===== src/rtl/mssd_frame_tx.sv =====
// Serial framer feeding the MSSD demultiplexer: start bit, port, length and an
// LSB-first payload, followed by an idle-high gap of GAP bits.
module mssd_frame_tx #(
  parameter int LENW = 4,
  parameter int GAP  = 1,
  localparam int DW  = 2**LENW
) (
  input  logic            clk,
  input  logic            rst,
  input  logic            in_valid,
  output logic            in_ready,
  input  logic [1:0]      in_port,
  input  logic [LENW-1:0] in_len,
  input  logic [DW-1:0]   in_data,
  output logic            serOut,
  output logic            busy,
  output logic            frame_done
);

  localparam int HW = 2 + LENW;
  localparam int CW = (LENW > 4) ? LENW : 4;

  typedef enum logic [2:0] {IDLE, START, PORT, LEN, DATA, GAPS} state_t;

  state_t          state_r, state_s;
  logic [CW-1:0]   cnt_r, cnt_s;
  logic [HW-1:0]   hdr_r, hdr_s;
  logic [LENW-1:0] len_r, len_s;
  logic [DW-1:0]   data_r, data_s;
  logic            ser_s, busy_s, done_s;

  assign in_ready = (state_r == IDLE);

  // Next state plus next-cycle serial bit; the outputs are registered, so each
  // branch computes the bit that the following state presents on the line.
  always_comb begin
    state_s = state_r;
    cnt_s   = cnt_r;
    hdr_s   = hdr_r;
    len_s   = len_r;
    data_s  = data_r;
    ser_s   = 1'b1;
    busy_s  = 1'b1;
    done_s  = 1'b0;
    case (state_r)
      IDLE: begin
        if (in_valid) begin
          state_s = START;
          hdr_s   = {in_port, in_len};
          len_s   = in_len;
          data_s  = in_data;
          ser_s   = 1'b0;
        end else begin
          busy_s  = 1'b0;
        end
      end
      START: begin
        state_s = PORT;
        cnt_s   = CW'(1);
        ser_s   = hdr_r[HW-1];
      end
      PORT: begin
        hdr_s = {hdr_r[HW-2:0], 1'b0};
        ser_s = hdr_r[HW-2];
        if (cnt_r == CW'(0)) begin
          state_s = LEN;
          cnt_s   = CW'(LENW - 1);
        end else begin
          cnt_s   = cnt_r - CW'(1);
        end
      end
      LEN: begin
        if (cnt_r == CW'(0)) begin
          state_s = DATA;
          cnt_s   = CW'(len_r);
          ser_s   = data_r[0];
          done_s  = (len_r == {LENW{1'b0}});
        end else begin
          hdr_s   = {hdr_r[HW-2:0], 1'b0};
          ser_s   = hdr_r[HW-2];
          cnt_s   = cnt_r - CW'(1);
        end
      end
      DATA: begin
        if (cnt_r == CW'(0)) begin
          state_s = GAPS;
          cnt_s   = CW'(GAP - 1);
        end else begin
          data_s  = {1'b0, data_r[DW-1:1]};
          ser_s   = data_r[1];
          done_s  = (cnt_r == CW'(1));
          cnt_s   = cnt_r - CW'(1);
        end
      end
      GAPS: begin
        if (cnt_r == CW'(0)) begin
          state_s = IDLE;
          busy_s  = 1'b0;
        end else begin
          cnt_s   = cnt_r - CW'(1);
        end
      end
      default: begin
        state_s = IDLE;
        busy_s  = 1'b0;
      end
    endcase
  end

  // State, datapath and registered output flops.
  always_ff @(posedge clk) begin
    if (rst) begin
      state_r    <= IDLE;
      cnt_r      <= {CW{1'b0}};
      hdr_r      <= {HW{1'b0}};
      len_r      <= {LENW{1'b0}};
      data_r     <= {DW{1'b0}};
      serOut     <= 1'b1;
      busy       <= 1'b0;
      frame_done <= 1'b0;
    end else begin
      state_r    <= state_s;
      cnt_r      <= cnt_s;
      hdr_r      <= hdr_s;
      len_r      <= len_s;
      data_r     <= data_s;
      serOut     <= ser_s;
      busy       <= busy_s;
      frame_done <= done_s;
    end
  end

endmodule


===== config.mk =====
export PLATFORM = sky130hd
export DESIGN_NAME = mssd_frame_tx
export DESIGN_NICKNAME = d
export VERILOG_FILES = /design/src/rtl/mssd_frame_tx.sv
export SDC_FILE = /design/constraint.sdc
export NUM_CORES = 1
export LEC_CHECK = 0
export CAP_MARGIN = 30
export CORE_ASPECT_RATIO = 0.5
export CORE_MARGIN = 2
export CORE_UTILIZATION = 40
export DETAILED_ROUTE_END_ITERATION = 7
export GPL_ROUTABILITY_DRIVEN = 1
export HOLD_SLACK_MARGIN = 0.08
export PLACE_DENSITY = 0.73
export SKIP_LAST_GASP = 1
export SLEW_MARGIN = 20
export SYNTH_ARGS = -nofsm -noshare
export SYNTH_HDL_FRONTEND = slang
export SYNTH_SLANG_ARGS = --single-unit

===== constraint.sdc =====
create_clock -name clk -period 2.4 [get_ports clk]
set_input_delay 0.36 -clock clk [delete_from_list [all_inputs] [get_ports clk]]
set_output_delay 0.36 -clock clk [all_outputs]
set_load 0.01 [all_outputs]

==> results.yml <==
yosys:
  yosysTopAreaCell: "dfxtp_1"
  yosysSeqAreaShare_pct: 36.3
  synth_top_area_share_pct: 36.3
  synthTopCellsByArea: "dfxtp_1 36%, mux2i_1 13%, a211oi_2 9.5%, nor2_2 4.7%, ha_1 3.2%"
  synth_fa_ha_area_share_pct: 3.15
  synth_compound_area_share_pct: 20.7
  synthMostInstantiatedCell: "dfxtp_1"
  yosysWarnings: 0
  async_flop_share_pct: 0
  postSynth.topFlopCell: "dfxtp_1"
  synth_top_family_by_area: "compound AO/OA/AOI/OAI gates"
  synth_nets: 231
  syn_area_um2: 1980
  synth-edff-count: 0
  synthMuxAreaShare_pct: 12.6
  synth_area_per_cell_um2: 9.87
  yosys.area_share.simple_pct: 18.5
  syn_inst: 201
  synth_cell_types: 44
  synth_xor_area_share_pct: 1.32
  synthTopCellsByCount: "36 x dfxtp_1, 25 x mux2i_1, 15 x a211oi_2, 15 x nor2_2, 14 x nor2_1"
  synth_seq_cells: 36
setup_path:
  cp.required_ps: 2620
  worstReg2RegStart: "cnt_r[0]$_SDFFE_PP0P_"
  r2r_end: "hdr_r[0]$_SDFFE_PP0P_"
  cp-start-kind: "flop"
  arrival_ps: 2290
  r2r_cells: 6
  path_max_fanout: 12
  end_kind: "flop"
  r2r_slack_ps: 320
  setup.worst_path.class: "flop to flop"
job:
  max-cap-violations: 0
detailed_routing:
  wl_per_cell_um: 13.6
  dr.pass1.iters: 4
  drc: 0
  ant_nets: 0
  via_per_inst: 5.35
  dr.first_iter.drc_count: 72
  postRouteWirelength_um: 4010
  vias: 1574
placement:
  dp_hpwl_um: 2810
  globalplace.congestion: 0.847
  pre_cts_ws_ps: 360
  place_area_um2: 2270
  portBuffers: 28
floorplanning:
  core_um2: 4840
  fp.dieH_um: 53.8
  rows: 18
  die_x_um: 104
  initial_utilization_pct: 41.0
  dieArea_um2: 5570
  boundaryPins: 29
grt:
  track_usage_pct: 15.9
  grt_pass1_vias: 1543
  grt_max_degree: 37
  grt_first_pass_wirelength_um: 6970
  grt_remaining_overflow: 0
  antenna_found_initial: 0
sta:
  finalSetupTns_ps: 0
  post-route-period-util_pct: 86.5
  period_minus_slack_ps: 2080
  final-setup-viol-count: 0
  drv_slew: 0
  final-hold-violation-count: 0
  clock_skew_ps: 2.64
  max_freq_mhz: 482
  fin_ws_ps: 324
  worstMarginPinSlew_ps: 720
  grt_setup_unrepaired: "false"
  maxSlewHeadroom_pct: 52.0
  fin_hold_ws_ps: 467
power_and_ir_drop:
  switching_share_pct: 33.2
  ir_drop_v: 0.000278
  power_frac_comb_pct: 31.3
  p_seq_share_pct: 44.7
  power.density_nw_per_um2: 719
  pwr-share-clk_pct: 24.0
  leakagePower_nw: 0.790
  p_int_mw: 1.13
  p_switching_uw: 560
clock_network:
  cts_buffers: 5
  clk_latency_ps: 290
  tritoncts: "yes"
  clk_pin_slew_ps: 70
  clock_path_buffers: 2
  cts_hold_buf: 0
  cts_root_buffer: "clkbuf_8"
  htreeDepth: 2
  cts_setup_buffers: 0
  cts.sinks: 36
  ctsResizeCount: 0
hold_path:
  worst_hold_path.endpoint: "data_r[15]$_SDFFE_PP0P_"
  hp-class: "flop to flop"
  hold_depth: 2
  hp-start: "data_r[15]$_SDFFE_PP0P_"
layout:
  nFillCells: 462
  fin_area_um2: 2350
  diodes: 0
  drive_above_1_share_pct: 20.5
  area_growth_pct: 18.3
  final_nets: 254
run_status:
  outcome: "finished clean"
## layer usage
metal  GRT usage [%]  wire, um  vias to the layer above
met5               0         0                        -
met4            6.53        70                        0
met3            4.84       160                       11
met2            27.7      1910                       27
met1            19.1      1870                      758
li1                -         -                      778
## sequential cells by signal, indices dropped and copies added, names as in the netlist
register / cells
hdr_r: 6
busy: 1
state_r: 3
serOut: 1
frame_done: 1
len_r: 4
data_r: 16
cnt_r: 4
## power groups by stage
stage | Clock, mW | Combinational (mW) | Sequential [mW]
4_1_cts | 0.416 | 0.529 | 0.754
3_3_place_gp | 0 | 0.506 | 0.764
6_report | 0.406 | 0.528 | 0.754
5_1_grt | 0.436 | 0.584 | 0.766
3_5_place_dp | 0 | 0.525 | 0.767
2_1_floorplan | 0 | 0.436 | 0.742
## how the worst max path moves through the flow
stage                     slack [ps]               startpoint               endpoint  depth (start not counted)
final                            320    cnt_r[0]$_SDFFE_PP0P_  hdr_r[0]$_SDFFE_PP0P_                          6
after global routing             140    cnt_r[0]$_SDFFE_PP0P_  hdr_r[0]$_SDFFE_PP0P_                          6
after CTS                        340    cnt_r[0]$_SDFFE_PP0P_  hdr_r[0]$_SDFFE_PP0P_                          6
after detailed placement         360    cnt_r[0]$_SDFFE_PP0P_  hdr_r[0]$_SDFFE_PP0P_                          6
after global placement           420                 in_valid  hdr_r[0]$_SDFFE_PP0P_                          4
after floorplan                  280  state_r[2]$_SDFFE_PP0P_  hdr_r[0]$_SDFFE_PP0P_                          7
## layout by cell type (no fill, tap or decap), types with 2 or more instances in the layout
cell type and n:
clkdlybuf4s50_1 28, a22oi_1 2, nand2_1 4, nand3_1 2
dfxtp_1 36, clkbuf_8 5, a211oi_2 15, mux2i_1 25
o22ai_1 2, nor2_1 14, a31oi_1 2, nor4b_1 2
nand2b_1 2, a21oi_1 11, inv_1 6, o21ai_0 7
nor4_1 2, buf_4 5, or3_1 7, nor3_1 3
nor2_2 15, xor2_1 2, ha_1 5
## worst max-delay path, cell delays in order, from the launching register on
cell and delay [ps]:
dfxtp_1 420, inv_1 110, ha_1 270, nand4bb_1 160
a22oi_1 230, or4b_2 670, a21oi_1 150
## metrics by stage
stage | std cells | utilization (%) | total power, mW
after floorplan | 201 | - | 1.18
after global placement | 287 | 46.9 | 1.27
after detailed placement | 287 | 46.9 | 1.29
after CTS | 294 | 48.5 | 1.70
after global routing | 294 | 48.5 | 1.79
final | 294 | 48.5 | 1.69
## cells by family (layout without fill, tap and decap cells)
group / after synthesis / count (layout)
muxes: 25 / 25
buffers and inverters: 23 / 46
xor gates and xnor gates: 3 / 3
DFF: 36 / 36
adders and majority gates: 5 / 5
AOI/OAI and AO/OA: 49 / 49
and+or+nand+nor: 60 / 60
## cell type report
cell class / count / area, um^2 / share of cell area, %
clock buffers: 6 / 72.6 / 3.09
well taps: 70 / 87.6 / 3.73
flip-flops and latches: 36 / 721 / 30.7
repair buffers: 33 / 318 / 13.5
multi-input cells: 142 / 1120 / 47.8
clock inverters: 1 / 5.00 / 0.213
inverters: 6 / 22.5 / 0.959
Note: power is estimated with default switching activity, not from simulation.
